### src/rtl/fetch_queue_if.sv
// +----------------------------------------------------------------------+
// | fetch_queue_if: fetch-side and decode-side signal bundle of the      |
// | instruction fetch queue. Rev 1.0                                     |
// +----------------------------------------------------------------------+
`default_nettype none

interface fetch_queue_if;
    logic        flush;
    logic        in_valid;
    logic [31:0] in_pc;
    logic [31:0] in_instr0;
    logic [31:0] in_instr1;
    logic        in_taken0;
    logic        in_taken1;
    logic [31:0] in_target0;
    logic [31:0] in_target1;
    logic        stall;
    logic        out_valid0;
    logic        out_valid1;
    logic [31:0] out_pc0;
    logic [31:0] out_pc1;
    logic [31:0] out_instr0;
    logic [31:0] out_instr1;
    logic [31:0] out_target0;
    logic [31:0] out_target1;
    logic        out_taken0;
    logic        out_taken1;
    logic [1:0]  out_take;
    logic        ovf;

    modport master (
        output flush, in_valid, in_pc, in_instr0, in_instr1,
               in_taken0, in_taken1, in_target0, in_target1, out_take,
        input  stall, out_valid0, out_valid1, out_pc0, out_pc1,
               out_instr0, out_instr1, out_target0, out_target1,
               out_taken0, out_taken1, ovf
    );

    modport slave (
        input  flush, in_valid, in_pc, in_instr0, in_instr1,
               in_taken0, in_taken1, in_target0, in_target1, out_take,
        output stall, out_valid0, out_valid1, out_pc0, out_pc1,
               out_instr0, out_instr1, out_target0, out_target1,
               out_taken0, out_taken1, ovf
    );
endinterface

`default_nettype wire

### src/rtl/fetch_queue.sv
// +----------------------------------------------------------------------+
// | fetch_queue: dual-in / dual-out instruction fetch queue with skid    |
// | back-pressure and flush. Optional FETCH_QUEUE_BYPASS_EN: empty-queue |
// | bypass. Rev 1.0                                                      |
// +----------------------------------------------------------------------+
`default_nettype none

module fetch_queue #(
    parameter int DEPTH = 16,
    parameter int SKID  = 2
) (
    input  wire logic   clk,
    input  wire logic   reset,
    fetch_queue_if.slave fq
);
    localparam int                c_AW         = $clog2(DEPTH);
    localparam logic [c_AW:0]     c_DEPTH      = (c_AW+1)'(DEPTH);
    localparam logic [c_AW:0]     c_STALL_FREE = (c_AW+1)'(2 * (SKID + 1));
    localparam logic [c_AW:0]     c_TWO        = (c_AW+1)'(2);

    logic [c_AW-1:0] r_head;
    logic [c_AW-1:0] r_tail;
    logic [c_AW:0]   r_count;
    logic            r_ovf;

    logic [31:0] r_pc     [DEPTH];
    logic [31:0] r_instr  [DEPTH];
    logic        r_taken  [DEPTH];
    logic [31:0] r_target [DEPTH];

    logic [c_AW:0]   w_free;
    logic            w_room;
    logic            w_enq;
    logic            w_drop;
    logic [1:0]      w_enq_n;
    logic [1:0]      w_take_req;
    logic            w_avail_ge1;
    logic            w_avail_ge2;
    logic [1:0]      w_eff_take;
    logic            w_byp;
    logic [c_AW-1:0] w_head1;
    logic [c_AW-1:0] w_tail1;

    assign w_free  = c_DEPTH - r_count;
    assign w_room  = (w_free >= c_TWO);
    assign w_enq   = fq.in_valid & ~fq.flush & w_room;
    assign w_drop  = fq.in_valid & ~fq.flush & ~w_room;
    // A predicted-taken slot 0 makes slot 1 wrong-path, so only one entry goes in
    assign w_enq_n = w_enq ? (fq.in_taken0 ? 2'd1 : 2'd2) : 2'd0;
    assign w_take_req = (fq.out_take == 2'd3) ? 2'd2 : fq.out_take;
    assign w_head1 = r_head + c_AW'(1);
    assign w_tail1 = r_tail + c_AW'(1);

`ifdef FETCH_QUEUE_BYPASS_EN
    // Incoming entries are written at tail == head, so consuming them now is
    // just the normal head advance; taken ones simply never count as stored.
    assign w_byp       = w_enq & (r_count == '0);
    assign w_avail_ge1 = (r_count != '0) | w_byp;
    assign w_avail_ge2 = (r_count >= c_TWO) | (w_byp & (w_enq_n == 2'd2));
`else
    assign w_byp       = 1'b0;
    assign w_avail_ge1 = (r_count != '0);
    assign w_avail_ge2 = (r_count >= c_TWO);
`endif

    always_comb begin
        w_eff_take = 2'd0;
        if (w_avail_ge2) begin
            w_eff_take = w_take_req;
        end else if (w_avail_ge1 && (w_take_req != 2'd0)) begin
            w_eff_take = 2'd1;
        end
    end

    always_ff @(posedge clk) begin
        if (reset) begin
            r_head  <= '0;
            r_tail  <= '0;
            r_count <= '0;
            r_ovf   <= 1'b0;
        end else begin
            if (w_drop) begin
                r_ovf <= 1'b1;
            end
            if (fq.flush) begin
                r_head  <= '0;
                r_tail  <= '0;
                r_count <= '0;
            end else begin
                r_head  <= r_head + c_AW'(w_eff_take);
                r_tail  <= r_tail + c_AW'(w_enq_n);
                r_count <= r_count + (c_AW+1)'(w_enq_n) - (c_AW+1)'(w_eff_take);
            end
        end
    end

    always_ff @(posedge clk) begin
        if (w_enq) begin
            r_pc[r_tail]     <= fq.in_pc;
            r_instr[r_tail]  <= fq.in_instr0;
            r_taken[r_tail]  <= fq.in_taken0;
            r_target[r_tail] <= fq.in_target0;
            if (w_enq_n == 2'd2) begin
                r_pc[w_tail1]     <= fq.in_pc + 32'd4;
                r_instr[w_tail1]  <= fq.in_instr1;
                r_taken[w_tail1]  <= fq.in_taken1;
                r_target[w_tail1] <= fq.in_target1;
            end
        end
    end

    always_comb begin
        fq.out_valid0  = (r_count != '0);
        fq.out_valid1  = (r_count >= c_TWO);
        fq.out_pc0     = r_pc[r_head];
        fq.out_instr0  = r_instr[r_head];
        fq.out_taken0  = r_taken[r_head];
        fq.out_target0 = r_target[r_head];
        fq.out_pc1     = r_pc[w_head1];
        fq.out_instr1  = r_instr[w_head1];
        fq.out_taken1  = r_taken[w_head1];
        fq.out_target1 = r_target[w_head1];
        if (w_byp) begin
            fq.out_valid0  = 1'b1;
            fq.out_valid1  = (w_enq_n == 2'd2);
            fq.out_pc0     = fq.in_pc;
            fq.out_instr0  = fq.in_instr0;
            fq.out_taken0  = fq.in_taken0;
            fq.out_target0 = fq.in_target0;
            fq.out_pc1     = fq.in_pc + 32'd4;
            fq.out_instr1  = fq.in_instr1;
            fq.out_taken1  = fq.in_taken1;
            fq.out_target1 = fq.in_target1;
        end
    end

    assign fq.stall = (w_free < c_STALL_FREE);
    assign fq.ovf   = r_ovf;

endmodule

`default_nettype wire

### src/flat_wrapper.sv
// flat-port wrapper written by rule: the top's interface ports become plain ports
module fetch_queue_flat 
#(
    parameter int DEPTH = 16,
    parameter int SKID  = 2
)
  (clk, reset, fq_flush, fq_in_valid, fq_in_pc, fq_in_instr0, fq_in_instr1, fq_in_taken0, fq_in_taken1, fq_in_target0, fq_in_target1, fq_out_take, fq_stall, fq_out_valid0, fq_out_valid1, fq_out_pc0, fq_out_pc1, fq_out_instr0, fq_out_instr1, fq_out_target0, fq_out_target1, fq_out_taken0, fq_out_taken1, fq_ovf);
  fetch_queue_if fq_i ();
  input  wire logic clk;
  input  wire logic reset;
  input wire logic [$bits(fq_i.flush)-1:0] fq_flush;
  input wire logic [$bits(fq_i.in_valid)-1:0] fq_in_valid;
  input wire logic [$bits(fq_i.in_pc)-1:0] fq_in_pc;
  input wire logic [$bits(fq_i.in_instr0)-1:0] fq_in_instr0;
  input wire logic [$bits(fq_i.in_instr1)-1:0] fq_in_instr1;
  input wire logic [$bits(fq_i.in_taken0)-1:0] fq_in_taken0;
  input wire logic [$bits(fq_i.in_taken1)-1:0] fq_in_taken1;
  input wire logic [$bits(fq_i.in_target0)-1:0] fq_in_target0;
  input wire logic [$bits(fq_i.in_target1)-1:0] fq_in_target1;
  input wire logic [$bits(fq_i.out_take)-1:0] fq_out_take;
  output wire logic [$bits(fq_i.stall)-1:0] fq_stall;
  output wire logic [$bits(fq_i.out_valid0)-1:0] fq_out_valid0;
  output wire logic [$bits(fq_i.out_valid1)-1:0] fq_out_valid1;
  output wire logic [$bits(fq_i.out_pc0)-1:0] fq_out_pc0;
  output wire logic [$bits(fq_i.out_pc1)-1:0] fq_out_pc1;
  output wire logic [$bits(fq_i.out_instr0)-1:0] fq_out_instr0;
  output wire logic [$bits(fq_i.out_instr1)-1:0] fq_out_instr1;
  output wire logic [$bits(fq_i.out_target0)-1:0] fq_out_target0;
  output wire logic [$bits(fq_i.out_target1)-1:0] fq_out_target1;
  output wire logic [$bits(fq_i.out_taken0)-1:0] fq_out_taken0;
  output wire logic [$bits(fq_i.out_taken1)-1:0] fq_out_taken1;
  output wire logic [$bits(fq_i.ovf)-1:0] fq_ovf;
  assign fq_i.flush = fq_flush;
  assign fq_i.in_valid = fq_in_valid;
  assign fq_i.in_pc = fq_in_pc;
  assign fq_i.in_instr0 = fq_in_instr0;
  assign fq_i.in_instr1 = fq_in_instr1;
  assign fq_i.in_taken0 = fq_in_taken0;
  assign fq_i.in_taken1 = fq_in_taken1;
  assign fq_i.in_target0 = fq_in_target0;
  assign fq_i.in_target1 = fq_in_target1;
  assign fq_i.out_take = fq_out_take;
  assign fq_stall = fq_i.stall;
  assign fq_out_valid0 = fq_i.out_valid0;
  assign fq_out_valid1 = fq_i.out_valid1;
  assign fq_out_pc0 = fq_i.out_pc0;
  assign fq_out_pc1 = fq_i.out_pc1;
  assign fq_out_instr0 = fq_i.out_instr0;
  assign fq_out_instr1 = fq_i.out_instr1;
  assign fq_out_target0 = fq_i.out_target0;
  assign fq_out_target1 = fq_i.out_target1;
  assign fq_out_taken0 = fq_i.out_taken0;
  assign fq_out_taken1 = fq_i.out_taken1;
  assign fq_ovf = fq_i.ovf;
  fetch_queue #(.DEPTH(DEPTH), .SKID(SKID)) u_core (.clk(clk), .reset(reset), .fq(fq_i));
endmodule
### config.mk
export PLATFORM = sky130hd
export DESIGN_NAME = fetch_queue_flat
export DESIGN_NICKNAME = d
export VERILOG_FILES = /design/src/rtl/fetch_queue_if.sv /design/src/rtl/fetch_queue.sv /design/src/flat_wrapper.sv
export SDC_FILE = /design/constraint.sdc
export NUM_CORES = 2
export LEC_CHECK = 0
export BUFFER_PORTS_ARGS = -buffer_cell sky130_fd_sc_hd__buf_4
export CAP_MARGIN = 20
export CORE_MARGIN = 1.5
export CORE_UTILIZATION = 24
export DETAILED_ROUTE_END_ITERATION = 6
export PLACE_DENSITY = 0.45
export SYNTH_ARGS = -nofsm -noshare
export SYNTH_HDL_FRONTEND = slang
export SYNTH_SLANG_ARGS = --single-unit
export TNS_END_PERCENT = 50
### constraint.sdc
create_clock -name clk -period 12.8 [get_ports clk]
set_input_delay 3.84 -clock clk [delete_from_list [all_inputs] [get_ports clk]]
set_output_delay 3.84 -clock clk [all_outputs]
set_load 0.01 [all_outputs]
==> results by group <==
Run status
  • Status: complete, but fails checks
  • Failing checks: DRC

Synthesis
  • Synth Instances: 8035
  • Sequential area share after synthesis: 50.9%
  • Warning count from the yosys run: 0
  • Yosys cell types: 56
  • Mapped Nets: 8223
  • Largest area contributor in the netlist: edfxtp_1
  • Syn_area_per_cell: 11.5 sq um
  • EDFF count, synth: 1552
  • Register bit count reported by yosys: 1566
  • Asr flop ratio synth: 0%
  • Ys flop type: edfxtp_1
  • Mapped Area: 92200 sq um
  • Synth top area cells: edfxtp_1 (51%), mux4_2 (21%), nand2_1 (14%)
  • Yosys top cell area share: 50.6%

Setup path
  • CP max-delay cell: buf_4
  • Family with the most delay on the worst path: buffers and inverters
  • Cell mode on critical path: buf_4
  • Critical path cell sequence: buf_4, ha_4, buf_12, buf_4, mux4_2, mux4_2, buf_4
  • WS Path Type: register to output pin
  • Crit path buffers/inverters: 4
  • CP endpoint kind: output pin
  • WP data arrival: 5750 ps
  • Crit path launch type: register
  • Largest stage delay, worst path: 860 ps
  • Worst Path Required: 8960 ps
  • CP max FO: 100

CTS
  • Hold buffers post-CTS: 0
  • Setup bufs post-CTS: 0
  • Clock sink count: 1566
  • Root Buffer: clkbuf_16
  • Clock buffer depth: 4
  • Cts bufs inserted: 195
  • Clk slew on worst S/H paths: 60 ps
  • Later-pin clock latency in the skew report: 890 ps
  • CTS tree: done
  • # H-tree levels: 4
  • Post-CTS Resized: 0

STA
  • Crit share post-route: 74.9%
  • Max Slew Vio Count: 0
  • Max Clock Skew: 101 ps
  • Post-layout min period: 9590 ps
  • Final hold viol count: 0
  • TNS Setup: 0 ps
  • Fmax: 104 MHz
  • Slew margin rel.: 15.8%
  • Min Hold Slack: 487 ps
  • Worst-margin pin slew: 1260 ps
  • Endpoints failing setup: 0
  • RSZ-0062 raised after global routing: no

Detailed routing
  • Vias/cell: 5.15
  • Vias: 67400
  • Post-route DRC: 1
  • WL final: 412000 um
  • Post-DRT Antenna Nets: 0
  • 1st-iter DRT viols: 8189
  • DR pass1 iterations: 7
  • Drt wl/cell: 31.5 um

Global routing
  • Initial antenna violation count: 72
  • Vias in the first global route: 65800
  • Total gr overflow: 0
  • Total GRT Usage: 20.6%
  • Largest net degree at the start of global routing: 126
  • Global-route wire length before repair: 559000 um

Power
  • Seq pwr share: 34.4%
  • Gate power share: 33.6%
  • Int Pwr: 11.5 mW
  • Sw frac: 32.5%
  • Leak: 36.8 nW
  • Clock share of power: 32.0%
  • Pwr/cell area: 162 nW/um^2
  • Maximum vdd drop: 178 uV
  • Switching power: 5.56 mW
  • Power, Total: 17.1 mW

Cells and area
  • Multi-input combinational cell area: 41900 sq um
  • # fillers: 38900
  • Fin util: 27.6%
  • Layout cells sized above 1: 21.7%
  • Layout area overhead: 14.5%
  • Area occupied by registers: 46900 sq um
  • # nets final: 8057

Floorplanning
  • Starting Density: 24.1%
  • Core ar.: 382000 sq um
  • Die Area: 388000 sq um
  • IO Count: 366
  • DIE HEIGHT: 623 um
  • Cell row count: 227
  • Die width: 623 um

Worst hold path
  • Hold Crit Class: register to register

Place
  • Half-perimeter wire length after placement: 226000 um
  • Port buffer count: 365
  • Routability cong.: 0.800

Job
  • Max-cap violations: 0
[final timing paths]
kind / slack [ps] / from / to / depth (start not counted)
setup / recovery: 3210 / u_core.r_head[0] / fq_out_target1[22] / 7
hold / removal: 490 / u_core.fq.ovf / u_core.fq.ovf / 2
setup reg to reg: 6790 / u_core.r_count[2] / u_core.r_target[12][28] / 10
hold reg to reg: 490 / u_core.fq.ovf / u_core.fq.ovf / 2
[Yosys cell counts (2+ instances only)]
cell / n
or2_2: 3
nand4_1: 10
mux2i_1: 72
a211oi_1: 97
nand3_1: 26
buf_6: 7
and2_0: 2
edfxtp_1: 1552
buf_4: 28
nor3b_1: 3
clkbuf_1: 435
nor2_1: 343
buf_1: 222
dfxtp_1: 14
inv_2: 2
buf_2: 195
and3b_1: 2
nor3_1: 20
nor2b_1: 30
xnor2_1: 161
mux4_2: 873
clkbuf_2: 2
fa_1: 2
nor3_2: 4
o21ai_0: 46
ha_1: 18
and2_1: 79
or3_1: 9
xor2_1: 299
nand2_1: 3315
nand4_2: 2
nand4bb_1: 2
inv_1: 18
a31oi_1: 25
nand2b_1: 5
and3_1: 9
nor4_1: 3
a21o_1: 2
a21oi_1: 77
nand3_2: 5
[power by group through the flow]
stage,Combinational (mW),Sequential [mW],Clock (mW)
3_3_place_gp,5.78,5.98,0
4_1_cts,5.84,5.88,5.55
6_report,5.73,5.88,5.47
3_5_place_dp,5.82,5.99,0
2_1_floorplan,3.69,5.97,0
5_1_grt,6.10,5.89,5.71
[final cells by class]
| type | instances | area share [%] |
|---|---|---|
| repair buffers | 526 | 3.96 |
| multi-input cells | 5560 | 39.7 |
| flip-flops and latches | 1566 | 44.5 |
| diodes | 35 | 0.0830 |
| well taps | 5038 | 5.97 |
| inverters | 20 | 0.0759 |
| clock buffers | 235 | 4.81 |
| clock inverters | 115 | 0.949 |
[kinds of logic (layout without fill, tap and decap cells)]
logic type	Yosys count	after routing	share of synthesized area, %
buf+inv	909	896	4.14
fa+ha+maj	20	20	0.288
simple gates	3880	3880	16.5
mux	945	945	22.1
flops	1566	1566	50.9
xor+xnor	460	460	4.37
compound gates	255	255	1.74
other cells	0	35	0
[per-stage QoR]
step                      setup slack (ps)  instances  instance area (sq um)
after global routing                  2790      13100                 105000
after detailed placement              4000      12700                  99300
after floorplan                        733       8035                  92200
final                                 3210      13100                 106000
after global placement                4070      12700                  99200
after CTS                             3060      13100                 105000
[worst register-to-register path: cells and delay by family, from the launching register on]
family / cells / cell delay [ps]
compound gates: 2 / 1800
fa+ha+maj: 2 / 500
simple gates: 2 / 1060
flops: 1 / 470
buf+inv: 4 / 1690
[per-layer routing]
layer | vias to the layer above | share of wire [%] | global-route usage (%)
met5 | - | 0.063 | 0
met4 | 42 | 4.8 | 9.36
met3 | 803 | 8.9 | 4.59
met2 | 3835 | 48 | 33.8
met1 | 34800 | 39 | 25.7
li1 | 27900 | - | -
[layout by cell type, fill, tap and decap left out, types with 17 or more instances in the layout]
master	netlist	final
nor2b_1	30	30
clkinv_1	0	44
clkinv_2	0	39
edfxtp_1	1552	1552
nor2_1	343	336
clkbuf_1	435	38
nor3_1	20	19
a211oi_1	97	97
o21ai_0	46	34
nand3_1	26	26
clkbuf_16	0	197
xnor2_1	161	160
inv_1	18	17
buf_4	28	508
diode_2	0	35
mux4_2	873	873
a21oi_1	77	77
a31oi_1	25	25
nand2_1	3315	3315
and2_1	79	78
xor2_1	299	298
ha_1	18	17
mux2i_1	72	72
[sequential cells by signal, indices dropped and copies added, names as in the netlist]
signal / count
u_core.r_tail: 4
u_core.r_target: 512
u_core.r_instr: 512
u_core.r_count: 5
u_core.fq.ovf: 1
u_core.r_pc: 512
u_core.r_head: 4
u_core.r_taken: 16
(Power assumes the default switching activity.)
